`src/rtl/arb_pkg.sv`:
```
// Shared definitions for the four-requester round-robin arbiter:
// FSM state codes, requester count and the rotate-and-find-first helper.
package arb_pkg;

   localparam int NUM_REQ = 4;

   localparam logic ST_IDLE  = 1'b0;
   localparam logic ST_GRANT = 1'b1;

   typedef struct packed {
      logic       any;
      logic [1:0] sel;
   } pick_t;

   // Rotate req so that bit ptr sits at position 0, take the lowest set bit,
   // then add ptr back to get the absolute requester index.
   function automatic pick_t rr_pick(input logic [NUM_REQ-1:0] req,
                                     input logic [1:0]         ptr);
      logic [2*NUM_REQ-1:0] dbl;
      logic [NUM_REQ-1:0]   rot;
      pick_t                p;
      dbl   = {req, req} >> ptr;
      rot   = dbl[NUM_REQ-1:0];
      p.any = |req;
      p.sel = 2'd0;
      for (int i = NUM_REQ - 1; i >= 0; i--) begin
         if (rot[i]) p.sel = ptr + 2'(i);
      end
      return p;
   endfunction

endpackage

```
`src/rtl/rr_pick4.sv`:
```
// Combinational round-robin pick: first asserted request at or after ptr.
module rr_pick4
   import arb_pkg::*;
(
   input  logic [NUM_REQ-1:0] req,
   input  logic [1:0]         ptr,
   output logic [1:0]         sel,
   output logic               any
);

   pick_t pick;

   assign pick = rr_pick(req, ptr);
   assign sel  = pick.sel;
   assign any  = pick.any;

endmodule

```
`src/rtl/rr_arbiter4.sv`:
```
// Four-requester round-robin arbiter with grant locking and a registered
// one-hot grant. Optional forced release after MAX_HOLD cycles: ARB_TIMEOUT_EN.
//
// state    | meaning
// ST_IDLE  | no grant; arbitrate among pending requests this cycle
// ST_GRANT | one master holds the grant until its request drops
module rr_arbiter4
   import arb_pkg::*;
#(
   parameter int MAX_HOLD = 15,
   parameter int CNT_W    = 4
) (
   input  logic               clk,
   input  logic               rst_n,
   input  logic [NUM_REQ-1:0] req,
   output logic [NUM_REQ-1:0] grant,
   output logic               grant_valid
`ifdef ARB_TIMEOUT_EN
   ,
   output logic               timeout
`endif
);

   if (MAX_HOLD < 2 || MAX_HOLD > (1 << CNT_W) - 1) begin : g_bad_param
      $error("rr_arbiter4: MAX_HOLD must lie in 2..2**CNT_W-1");
   end

   logic               state_q, state_d;
   logic [1:0]         ptr_q, ptr_d;
   logic [NUM_REQ-1:0] grant_q, grant_d;
   logic               grant_valid_q, grant_valid_d;
   logic [1:0]         pick_sel;
   logic               pick_any;
   logic               holder_req;

`ifdef ARB_TIMEOUT_EN
   localparam logic [CNT_W-1:0] HOLD_LAST = CNT_W'(MAX_HOLD - 1);
   localparam logic [CNT_W-1:0] CNT_MAX   = {CNT_W{1'b1}};

   logic [CNT_W-1:0] cnt_q, cnt_d;
   logic             timeout_q, timeout_d;
`endif

   rr_pick4 u_pick (
      .req (req),
      .ptr (ptr_q),
      .sel (pick_sel),
      .any (pick_any)
   );

   // Only the current holder's request matters while locked.
   assign holder_req = |(req & grant_q);

   always_comb begin
      state_d   = state_q;
      ptr_d     = ptr_q;
      grant_d   = grant_q;
`ifdef ARB_TIMEOUT_EN
      cnt_d     = cnt_q;
      timeout_d = 1'b0;
`endif
      case (state_q)
         ST_IDLE: begin
            if (pick_any) begin
               state_d = ST_GRANT;
               grant_d = NUM_REQ'(1) << pick_sel;
               ptr_d   = pick_sel + 2'd1;
`ifdef ARB_TIMEOUT_EN
               cnt_d   = '0;
`endif
            end
         end
         ST_GRANT: begin
            if (!holder_req) begin
               state_d = ST_IDLE;
               grant_d = '0;
            end
`ifdef ARB_TIMEOUT_EN
            else if (cnt_q == HOLD_LAST) begin
               state_d   = ST_IDLE;
               grant_d   = '0;
               timeout_d = 1'b1;
            end
            else if (cnt_q != CNT_MAX) begin
               cnt_d = cnt_q + CNT_W'(1);
            end
`endif
         end
         default: begin
            state_d = ST_IDLE;
            grant_d = '0;
         end
      endcase
      grant_valid_d = |grant_d;
   end

   always_ff @(posedge clk or negedge rst_n) begin
      if (!rst_n) begin
         state_q       <= ST_IDLE;
         ptr_q         <= 2'd0;
         grant_q       <= '0;
         grant_valid_q <= 1'b0;
      end else begin
         state_q       <= state_d;
         ptr_q         <= ptr_d;
         grant_q       <= grant_d;
         grant_valid_q <= grant_valid_d;
      end
   end

`ifdef ARB_TIMEOUT_EN
   always_ff @(posedge clk or negedge rst_n) begin
      if (!rst_n) begin
         cnt_q     <= '0;
         timeout_q <= 1'b0;
      end else begin
         cnt_q     <= cnt_d;
         timeout_q <= timeout_d;
      end
   end

   assign timeout = timeout_q;
`endif

   assign grant       = grant_q;
   assign grant_valid = grant_valid_q;

endmodule

```
`config.mk`:
```
export PLATFORM = sky130hd
export DESIGN_NAME = rr_arbiter4
export DESIGN_NICKNAME = d
export VERILOG_FILES = /design/src/rtl/arb_pkg.sv /design/src/rtl/rr_pick4.sv /design/src/rtl/rr_arbiter4.sv
export SDC_FILE = /design/constraint.sdc
export NUM_CORES = 1
export LEC_CHECK = 0
export CORE_MARGIN = 4
export CORE_UTILIZATION = 30
export CTS_CLUSTER_SIZE = 14
export DETAILED_ROUTE_END_ITERATION = 6
export GPL_TIMING_DRIVEN = 0
export SYNTH_ARGS = -nofsm -noshare
export SYNTH_HDL_FRONTEND = slang
export SYNTH_SLANG_ARGS = --single-unit
```
`constraint.sdc`:
```
create_clock -name clk -period 1.6 [get_ports clk]
set_input_delay 0.16 -clock clk [delete_from_list [all_inputs] [get_ports clk]]
set_output_delay 0.16 -clock clk [all_outputs]
set_load 0.005 [all_outputs]
```
== Word level (Yosys, flattened, before mapping) ==
Index checks and enable logic that the tools add are counted.
Widths: inputs -> output; s select.

* Register bits: 8
* Input port bits: 6
* Output and inout bits: 5
* Word-level logic and storage cells: 26

* $add $sub $neg: 4
* Shifts and indexed selects: 2
* Mux-type cells: 10
* Bitwise logic cells: 2
* Reductions and logical operators: 4

{| class="wikitable"
|+ Operator list
! operator !! count
|-
| $reduce_or 4->1 || 3
|-
| $mux 2 || 4
|-
| $mux 4 || 2
|-
| $pmux 4 s2 || 1
|-
| $shr 8x2->4 || 1
|-
| $add 2x1->2 const B || 2
|-
| $add 2x2->2 const B || 2
|-
| $and 4x4->4 || 1
|-
| $shl 1x2->4 const A || 1
|-
| $mux 1 || 2
|-
| $pmux 1 s2 || 1
|-
| $reduce_and 2->1 || 1
|-
| $not 1->1 || 1
|}

== Depth between registers and ports, before layout ==
Gate-level depths: netlist of the first run.

* Word-level depth: 9
* Depth in mapped cells: 6
* Mapped depth without buffers: 5

== Modules after synthesis ==
A second synthesis of the first run with hierarchy kept.

* Cells, all modules: 59
* Area, all modules: 491.7 um2

{| class="wikitable"
|+ Modules (own cells, without submodules)
! module !! times used !! cells an instance !! area an instance (um2) !! seq. area each (um2)
|-
| rr_arbiter4 || 1 || 44 || 414.1 || 200.2
|-
| rr_pick4 || 1 || 15 || 77.6 || 0.0
|}

== Least setup slack after synthesis of the first run ==
OpenSTA, ideal clock, no wires.

* Path type: register -> register
* From: register ptr_q[1]
* To: register grant_valid_q, in the netlist grant_valid
* Library setup time: 139 ps
* Arrival: 1592 ps
* Data required time: 1461 ps
* Slack: -130 ps
* Stages on the path, launching flop included: 7
* Buffers on the path: 1
* Period minus slack after synthesis: 1730 ps
* Path through: dfrtp_1 buf_4 mux2i_1 o22ai_1 a21oi_1 a32o_1 or4_1

* Longest elaborated chain between the ends: 9
* Elaborated cells between the ends (all ways): 12
* Those cells by class: 3 x add/sub; 2 x shift; 6 x mux; 1 x reduce/logical

{| class="wikitable"
|+ RTL lines
! item !! RTL line !! source
|-
| start, declared || rr_arbiter4.sv:29 || <nowiki>logic [1:0] ptr_q, ptr_d;</nowiki>
|-
| start signal, assigned || rr_arbiter4.sv:105 || <nowiki>ptr_q <= ptr_d;</nowiki>
|-
| $add 2x2->2 / $shr 8x2->4 (equally long branches) || arb_pkg.sv:27, arb_pkg.sv:22 ||
|-
| $mux 2 (3 in a row) || arb_pkg.sv:27 || <nowiki>if (rot[i]) p.sel = ptr + 2'(i);</nowiki>
|-
| $mux 2 * || arb_pkg.sv:27 ||
|-
| $shl 1x2->4 * || rr_arbiter4.sv:66 || <nowiki>grant_d = NUM_REQ'(1) << pick_sel;</nowiki>
|-
| $mux 4 * || rr_arbiter4.sv:64 || <nowiki>if (pick_any) begin</nowiki>
|-
| $pmux 4 s2 * || rr_arbiter4.sv:62 || <nowiki>case (state_q)</nowiki>
|-
| named net grant_d[3] || rr_arbiter4.sv:30 || <nowiki>logic [NUM_REQ-1:0] grant_q, grant_d;</nowiki>
|-
| $reduce_or 4->1 * || rr_arbiter4.sv:94 || <nowiki>grant_valid_d = |grant_d;</nowiki>
|-
| named net grant_valid_d || rr_arbiter4.sv:31 || <nowiki>logic grant_valid_q, grant_valid_d;</nowiki>
|-
| end signal, assigned || rr_arbiter4.sv:107 || <nowiki>grant_valid_q <= grant_valid_d;</nowiki>
|-
| end, declared || rr_arbiter4.sv:31 ||
|}

Mark *: on every way through the listed nets, which the timed path passes. The rest lies on a longest branch.
A chain may end at the register's enable or synchronous reset.

== Final worst setup path of the first run ==
Same ends and word-level chain as after synthesis.

==> impl_metrics.env, run 1 <==
export IMPL_crit_path_end_kind="flop"
export IMPL_ys_seq_area_frac=0.392
export IMPL_slew_limit_headroom=0.705
export IMPL_vias_per_cell=5.58
export IMPL_ant_nets=0
export IMPL_grt_max_degree=11
export IMPL_drive_gt1_frac=0.278
export IMPL_vias=491
export IMPL_drt_iter0_markers=20
export IMPL_netlist_area_um2=510
export IMPL_grtUsageTotal=0.117
export IMPL_die_y_um=49.3
export IMPL_avgSynthCellArea_um2=8.80
export IMPL_drv_slew=0
export IMPL_finalNetCount=80
export IMPL_leakage_nw=0.295
export IMPL_worstRegToRegCells=5
export IMPL_core_area_um2=1560
export IMPL_p_switching_mw=0.510
export IMPL_critical_path_max_fanout=10
export IMPL_synthXorXnorAreaFrac=0
export IMPL_htreeDepth=1
export IMPL_fin_skew_ns=0.0174
export IMPL_power_density_nw_per_um2=1870
export IMPL_syn_nets=64
export IMPL_yosys_area_share_simple=0.147
export IMPL_portBuffers=8
export IMPL_swShare=0.390
export IMPL_comb_power_share=0.555
export IMPL_dieArea_um2=2430
export IMPL_drv_cap=0
export IMPL_clockPowerShare=0.124
export IMPL_synth_top_flop_cell="dfrtp_1"
export IMPL_design_area_um2=699
export IMPL_synthMuxAreaShare=0.0196
export IMPL_yosysWarnings=0
export IMPL_cts_root_buf="clkbuf_4"
export IMPL_dp_cells=82
export IMPL_grt_antenna_before_repair=0
export IMPL_hp_class="in -> async"
export IMPL_multi_input_area_um2=295
export IMPL_initial_core_util=0.327
export IMPL_final_cell_mix="8 x dfrtp_1, 6 x clkdlybuf4s50_1"
export IMPL_max_freq_mhz=573
export IMPL_die_w_um=49.3
export IMPL_async_reset_ff_frac=1.00
export IMPL_setup_reg_to_reg_worst_slack_ns=-0.15
export IMPL_cts_tree="built"
export IMPL_timing_final_ws_setup_ns=-0.147
export IMPL_rows=14
export IMPL_p_int_mw=0.797
export IMPL_drc_errors=0
export IMPL_period_needed_ns=1.75
export IMPL_syn_inst=58
export IMPL_wl_mm=1.25
export IMPL_regArea_um2=200
export IMPL_first_pass_iters=4
export IMPL_synthToLayoutAreaGrowth_pct=37.0
export IMPL_diodes=0
export IMPL_r2r_start="ptr_q[1]"
export IMPL_synth_seq_cells=8
export IMPL_cts_sinks=8
export IMPL_cp_arrival_ns=1.86
export IMPL_ir_worst_vdd_mv=1.07
export IMPL_postPlaceCellArea_um2=618
export IMPL_r2r_end="grant_valid"
export IMPL_grt_pass1_vias=422
export IMPL_clkSlewWorstSetupHoldPaths_ns=0.07
export IMPL_crit_type="reg -> reg"
export IMPL_postCtsHoldBufs=0
export IMPL_worst_endpoint_required_ns=1.72
export IMPL_pin_count=11
export IMPL_violations="setup timing"
export IMPL_fillerInstances=154
export IMPL_clockBufferDepth=2
export IMPL_synth_top_family_by_area="compound AO/OA/AOI/OAI gates"
export IMPL_synthDistinctLibCells=29
export IMPL_finalSetupViolCount=1
export IMPL_synth_edf_count=0
export IMPL_seq_power_share=0.321
export IMPL_rsz0062_at_grt="yes"
export IMPL_synth_compound_area_share=0.350
export IMPL_dpl_hpwl_um=837
export IMPL_final_cells=88
export IMPL_cts_buffers=3
export IMPL_gp_congestion=0.775
export IMPL_synth_adder_area_share=0
export IMPL_worst_pin_slew_ns=0.439
export IMPL_crit_path_end="grant_valid"
export IMPL_layout_commonest_cell="dfrtp_1"
export IMPL_timing_final_crit_share=1.09
export IMPL_cp_startpoint="ptr_q[1]"
export IMPL_routedWlPerCell_um=14.2
export IMPL_grt_pass1_wl_mm=2.17
export IMPL_startpoint_type="flop"
export IMPL_hold_violations=0
export IMPL_status="finished, violations left"
export IMPL_grt_overflow_total=0
export IMPL_clock_latency_ns=0.26
-- synth_stat cells, drive strengths merged (2+ instances only) --
cell	n	area, µm²
a21oi	6	33.8
o21ai	3	15.0
inv	3	11.3
or4	2	15.0
o211ai	2	15.0
o21a	2	15.0
buf	4	31.3
nor4	2	12.5
nor2	5	21.3
dfrtp	8	200
nand2	4	15.0
o22ai	4	25.0
-- metal layers --
metal / track usage / share of wire / routed length, µm
met5: 0 / 0 / 0
met4: 0.0427 / 0.013 / 16
met3: 0.0581 / 0.079 / 99
met2: 0.141 / 0.42 / 521
met1: 0.171 / 0.49 / 614
-- flip-flops by register name, summed over array words and instances, names as in the netlist --
register,flops
grant,4
grant_valid,1
ptr_q,2
state_q,1
-- worst max-delay path, cell delays in order, from the launching register on --
cell and delay (ns):
dfrtp_1 0.40, buf_6 0.14, o21bai_1 0.16, a221oi_2 0.24, o22ai_2 0.12, or4_4 0.54
-- repair_timing --
action / 4_1_cts / 5_1_grt
setup endpoints to repair: 4 / 2
cloned: 0 / 0
setup buffers: 3 / 1
pin swaps: 1 / 0
gates resized for setup: 5 / 6
-- through the flow --
| stage | hold WS (ns) | setup slack [ns] | setup TNS [ns] | power, mW | util |
|---|---|---|---|---|---|
| after floorplan | -0.136 | -0.0379 | -0.0379 | 0.815 | - |
| after global placement | 0.469 | -0.629 | -2.21 | 1.04 | 0.396 |
| after detailed placement | 0.468 | -0.547 | -1.63 | 1.04 | 0.396 |
| after CTS | 0.187 | -0.151 | -0.151 | 1.22 | 0.431 |
| after global routing | 0.194 | -0.219 | -0.229 | 1.42 | 0.449 |
| final | 0.172 | -0.147 | -0.147 | 1.31 | 0.449 |
-- layout make-up --
| class | instances | area share |
|---|---|---|
| well taps | 16 | 0.0286 |
| plain buffers | 4 | 0.0555 |
| repair buffers | 12 | 0.159 |
| multi-input cells | 42 | 0.422 |
| flip-flops and latches | 8 | 0.286 |
| inverters | 3 | 0.0161 |
| clock buffers | 3 | 0.0322 |
-- kinds of logic (layout without fill, tap and decap cells) --
family,count (synthesis),after routing
simple gates,15,15
mux,1,1
flops,8,8
compound gates,26,26
buf+inv,8,22
-- worst min-delay path by stage --
stage                     slack (ns)   from        to  cells after the start
after global routing            0.19  rst_n  grant[2]                      1
after global placement          0.47  rst_n  grant[2]                      1
after CTS                       0.19  rst_n  grant[2]                      1
after floorplan                -0.14  rst_n  grant[0]                      0
after detailed placement        0.47  rst_n  grant[2]                      1
final                           0.17  rst_n  grant[2]                      1
-- power by group through the flow --
stage / Sequential [mW] / Clock [mW] / Combinational (mW)
after floorplan: 0.376 / 0 / 0.439
after global placement: 0.384 / 0 / 0.653
after detailed placement: 0.383 / 0 / 0.655
after CTS: 0.412 / 0.166 / 0.647
after global routing: 0.437 / 0.176 / 0.804
final: 0.420 / 0.162 / 0.726
Power figures use the tool's default switching activity.
==> run 2: changes to the inputs <==
- DONT_BUFFER_PORTS: default -> 1
==> run 2 against run 1 <==
The run still ends with setup timing left. Fmax grew 2.4%. Sequential power grew 4%. Combinational power shrank 23%. Sequential cell count is the same. Largest cell class unchanged.
==> impl_metrics.env, run 2 (synthesis results as in run 1) <==
export IMPL_die_y_um=49.3
export IMPL_finalNetCount=71
export IMPL_cts_buffers=3
export IMPL_grt_antenna_before_repair=0
export IMPL_diodes=0
export IMPL_drive_gt1_frac=0.270
export IMPL_die_w_um=49.3
export IMPL_initial_core_util=0.327
export IMPL_core_area_um2=1560
export IMPL_timing_final_ws_setup_ns=-0.106
export IMPL_worst_endpoint_required_ns=1.73
export IMPL_gp_congestion=0.818
export IMPL_period_needed_ns=1.71
export IMPL_cts_tree="built"
export IMPL_pin_count=11
export IMPL_violations="setup timing"
export IMPL_drc_errors=0
export IMPL_finish_utilization=0.388
export IMPL_htreeDepth=1
export IMPL_slowest_stage="or4_1"
export IMPL_grt_busiest_layer="met2"
export IMPL_ir_worst_vdd_mv=0.697
export IMPL_cts_sinks=8
export IMPL_grt_overflow_total=0
export IMPL_pre_cts_ws_ns=-0.228
export IMPL_crit_type="reg -> reg"
export IMPL_layout_commonest_cell="dfrtp_1"
export IMPL_portBuffers=0
export IMPL_path_cells="buf_6 > a21boi_0 > o22ai_1 > a21oi_2 > nor4_1 > or4_1"
export IMPL_rsz0062_at_grt="yes"
export IMPL_leakage_nw=0.252
export IMPL_finalSetupViolCount=1
export IMPL_rows=14
export IMPL_final_cells=79
export IMPL_timing_final_crit_share=1.07
export IMPL_dieArea_um2=2430
export IMPL_ant_nets=0
export IMPL_slowest_delay_ns=0.50
export IMPL_grt_pass1_vias=454
export IMPL_synthToLayoutAreaGrowth_pct=18.6
export IMPL_clockBufferDepth=2
export IMPL_grt_max_degree=11
export IMPL_hold_violations=0
export IMPL_cpLargestDelayFamily="simple AND/OR/NAND/NOR gates"
export IMPL_grt_pass1_wl_mm=2.21
export IMPL_clkSlewWorstSetupHoldPaths_ns=0.06
export IMPL_vias_per_cell=5.84
export IMPL_grtUsageTotal=0.123
export IMPL_startpoint_type="flop"
export IMPL_drv_cap=0
export IMPL_wl_mm=1.19
export IMPL_fin_skew_ns=0.00345
export IMPL_worst_path_buf_inv=1
export IMPL_critical_path_max_fanout=10
export IMPL_fillerInstances=162
export IMPL_clock_latency_ns=0.26
export IMPL_grt_use_met1=0.152
export IMPL_largest_reg_flops=4
export IMPL_drv_slew=0
export IMPL_met2_usage=0.167
export IMPL_hp_class="in -> reg"
export IMPL_worst_pin_slew_ns=0.638
export IMPL_cts_root_buf="clkbuf_4"
export IMPL_vias=461
export IMPL_dpl_hpwl_um=852
export IMPL_grt_use_met3=0.0550
export IMPL_first_pass_iters=3
export IMPL_status="finished, violations left"
export IMPL_crit_path_end_kind="flop"
export IMPL_routedWlPerCell_um=15.0
export IMPL_cp_arrival_ns=1.83
export IMPL_dp_cells=74
export IMPL_final_cell_mix="8 x dfrtp_1, 4 x o22ai_1, 4 x nand2_1, 4 x nor2_1, 4 x a21oi_1"
export IMPL_drt_iter0_markers=10
export IMPL_power_density_nw_per_um2=1910
export IMPL_max_freq_mhz=586
export IMPL_slew_limit_headroom=0.571
run 2: layer usage:
layer / part of all wire / wire [µm] / vias up
met3: 0.066 / 78 / 4
met5: 0 / 0 / -
met4: 0.030 / 36 / 0
met2: 0.43 / 512 / 11
li1: - / - / 232
met1: 0.47 / 559 / 214
run 2: per-stage QoR:
stage | area, µm² | TNS (ns) | hold slack (ns) | total power, mW
CTS | 606 | -0.105 | 0.154 | 1.17
detailed placement | 538 | -0.228 | -0.135 | 0.918
finish | 606 | -0.106 | 0.158 | 1.16
floorplan | 518 | -0.0379 | -0.136 | 0.815
global route | 606 | -0.244 | 0.194 | 1.28
global placement | 538 | -0.187 | -0.135 | 0.909
run 2: final timing paths:
check / startpoint / slack (ns) / cells past startpoint / end
worst max-delay path: ptr_q[1] / -0.11 / 6 / grant_valid
worst min-delay path: req[3] / 0.16 / 3 / state_q
worst max register to register: ptr_q[1] / -0.11 / 6 / grant_valid
worst min register to register: grant[0] / 0.56 / 1 / grant[0]
max in group asynchronous: rst_n / 1.08 / 1 / state_q
min in group asynchronous: rst_n / 0.25 / 1 / ptr_q[0]
run 2: where the power goes:
group          leakage, nW  switching [mW]  internal (mW)
Sequential          0.0976           0.133          0.304
Combinational        0.140           0.279          0.280
Clock               0.0138          0.0755         0.0863
Total                0.252           0.488          0.670
run 2: worst reg2reg max path, stage by stage (launching register included):
cell	delay [ns]
dfrtp_1	0.38
buf_6	0.14
a21boi_0	0.15
o22ai_1	0.11
a21oi_2	0.19
nor4_1	0.10
or4_1	0.50
run 2: area by class of cell:
cell class,count,area [µm²],share of cell area
multi-input cells,42,292,0.481
inverters,3,11.3,0.0186
plain buffers,4,35.0,0.0579
well taps,16,20.0,0.0331
repair buffers,3,25.0,0.0413
flip-flops and latches,8,200,0.331
clock buffers,3,22.5,0.0372
run 2: repair_timing:
action | 4_1_cts | 5_1_grt
pin swaps | 2 | 0
endpoints found under the hold margin | 8 | 0
setup endpoints to repair | 1 | 1
buffers inserted | 2 | 0
cloned | 0 | 0
hold buffers | 1 | 0
gates resized for setup | 5 | 0
==> run 3: changes to the inputs <==
- PLACE_DENSITY: default -> 0.52
- SLEW_MARGIN: default -> 0
- clock period: 1.6 -> 1.8 ns (I/O delays scaled with it)
==> run 3 against run 2 <==
Routed wire length shrank 3.7%. First-iteration DRC count shrank 10%. Die area is the same. Worst hold slack gained 0.021 ns. Worst setup slack gained 0.20 ns. Sequential cell count is the same. Critical path type unchanged. The run now ends clean.
==> impl_metrics.env, run 3 (synthesis results as in run 1) <==
export IMPL_status="finished clean"
export IMPL_core_area_um2=1560
export IMPL_rsz0062_at_grt="no"
export IMPL_r2r_start="ptr_q[0]"
export IMPL_ir_worst_vdd_mv=0.550
export IMPL_dpl_hpwl_um=852
export IMPL_crit_type="reg -> reg"
export IMPL_vias=475
export IMPL_rows=14
export IMPL_multi_input_area_um2=287
export IMPL_setup_reg_to_reg_worst_slack_ns=0.09
export IMPL_hold_violations=0
export IMPL_grt_max_degree=11
export IMPL_period_needed_ns=1.71
export IMPL_synthToLayoutAreaGrowth_pct=20.6
export IMPL_ant_nets=0
export IMPL_timing_final_ws_setup_ns=0.0897
export IMPL_slew_limit_headroom=0.580
export IMPL_finalSetupViolCount=0
export IMPL_worstRegToRegCells=5
export IMPL_diodes=0
export IMPL_regArea_um2=200
export IMPL_worst_pin_slew_ns=0.624
export IMPL_grt_overflow_total=0
export IMPL_hp_class="in -> reg"
export IMPL_drt_iter0_markers=9
export IMPL_dieArea_um2=2430
export IMPL_cts_sinks=8
export IMPL_grt_antenna_before_repair=0
export IMPL_clkSlewWorstSetupHoldPaths_ns=0.05
export IMPL_final_cell_mix="8 x dfrtp_1, 5 x buf_4"
export IMPL_grt_pass1_vias=405
export IMPL_drive_gt1_frac=0.277
export IMPL_crit_path_end_kind="flop"
export IMPL_gp_congestion=0.742
export IMPL_routedWlPerCell_um=14.1
export IMPL_first_pass_iters=3
export IMPL_fillerInstances=160
export IMPL_cts_tree="built"
export IMPL_cp_startpoint="ptr_q[0]"
export IMPL_portBuffers=0
export IMPL_crit_path_end="grant_valid"
export IMPL_drc_errors=0
export IMPL_layout_commonest_cell="dfrtp_1"
export IMPL_finalSetupTns_ns=0
export IMPL_r2r_end="grant_valid"
export IMPL_grt_pass1_wl_mm=1.91
export IMPL_cts_root_buf="clkbuf_4"
export IMPL_grtUsageTotal=0.103
export IMPL_leakage_nw=0.266
export IMPL_largest_reg_flops=4
export IMPL_startpoint_type="flop"
export IMPL_die_y_um=49.3
export IMPL_cts_buffers=3
export IMPL_max_freq_mhz=585
export IMPL_initial_core_util=0.327
export IMPL_finalNetCount=73
export IMPL_vias_per_cell=5.86
export IMPL_drv_slew=0
export IMPL_clock_latency_ns=0.25
export IMPL_wl_mm=1.14
export IMPL_fin_skew_ns=0.00387
export IMPL_worst_endpoint_required_ns=1.93
export IMPL_die_w_um=49.3
export IMPL_critical_path_max_fanout=4
export IMPL_power_density_nw_per_um2=1690
export IMPL_htreeDepth=1
export IMPL_drv_cap=0
export IMPL_pin_count=11
export IMPL_pre_cts_ws_ns=-0.0827
export IMPL_cp_arrival_ns=1.84
export IMPL_timing_final_crit_share=0.950
export IMPL_clockBufferDepth=2
## run 3: changes by cell type in the layout (fill, tap and decap cells not counted)
cell and change:
buf_4 +2, a221oi_1 +1, a221oi_2 -1, a32o_1 -1
a32o_2 +1, inv_1 +1, inv_2 -1
## run 3: final cells by class
type,count,share of cell area
Multi-Input combinational cell,42,0.465
Sequential cell,8,0.325
Timing Repair Buffer,5,0.0650
Buffer,4,0.0569
Clock buffer,3,0.0366
Tap cell,16,0.0325
Inverter,3,0.0183
## run 3: critical path, stage by stage, from the launching register on
cell and delay (ns):
dfrtp_1 0.40, inv_1 0.12, o22ai_1 0.10, a221oi_1 0.31
o22ai_1 0.14, or4_1 0.52
## run 3: power by group
part	leakage [nW]	switching, mW	total (mW)	internal [mW]
Clock	0.0138	0.0603	0.137	0.0762
Combinational	0.155	0.248	0.520	0.273
Sequential	0.0976	0.115	0.386	0.270
## run 3: worst min path at each step
stage	cells past startpoint	startpoint	slack (ns)	end
3_5_place_dp	0	rst_n	-0.12	ptr_q[1]
5_1_grt	3	req[3]	0.24	state_q
2_1_floorplan	0	rst_n	-0.12	grant[0]
4_1_cts	3	req[3]	0.18	state_q
3_3_place_gp	0	rst_n	-0.12	ptr_q[0]
6_report	3	req[3]	0.18	state_q
## run 3: through the flow
step	area, µm²	utilization	total power, mW	cells	hold slack, ns
after floorplan	510	-	0.710	58	-0.116
after global placement	531	0.340	0.799	74	-0.115
after detailed placement	531	0.340	0.799	74	-0.115
after CTS	579	0.372	0.977	78	0.184
after global routing	616	0.395	1.14	81	0.240
final	616	0.395	1.04	81	0.179
## run 3: layer usage
| metal | track usage | vias to the layer above | part of all wire |
|---|---|---|---|
| li1 | - | 235 | - |
| met1 | 0.136 | 227 | 0.45 |
| met2 | 0.129 | 11 | 0.45 |
| met3 | 0.0550 | 2 | 0.080 |
| met4 | 0.0569 | 0 | 0.012 |
| met5 | 0 | - | 0 |
## run 3: repair_timing
item,4_1_cts,5_1_grt
endpoints found under the setup margin,1,1
pin swaps,2,4
buffers inserted,1,3
gates resized for setup,3,3
hold buffers,1,0
endpoints found under the hold margin,8,0
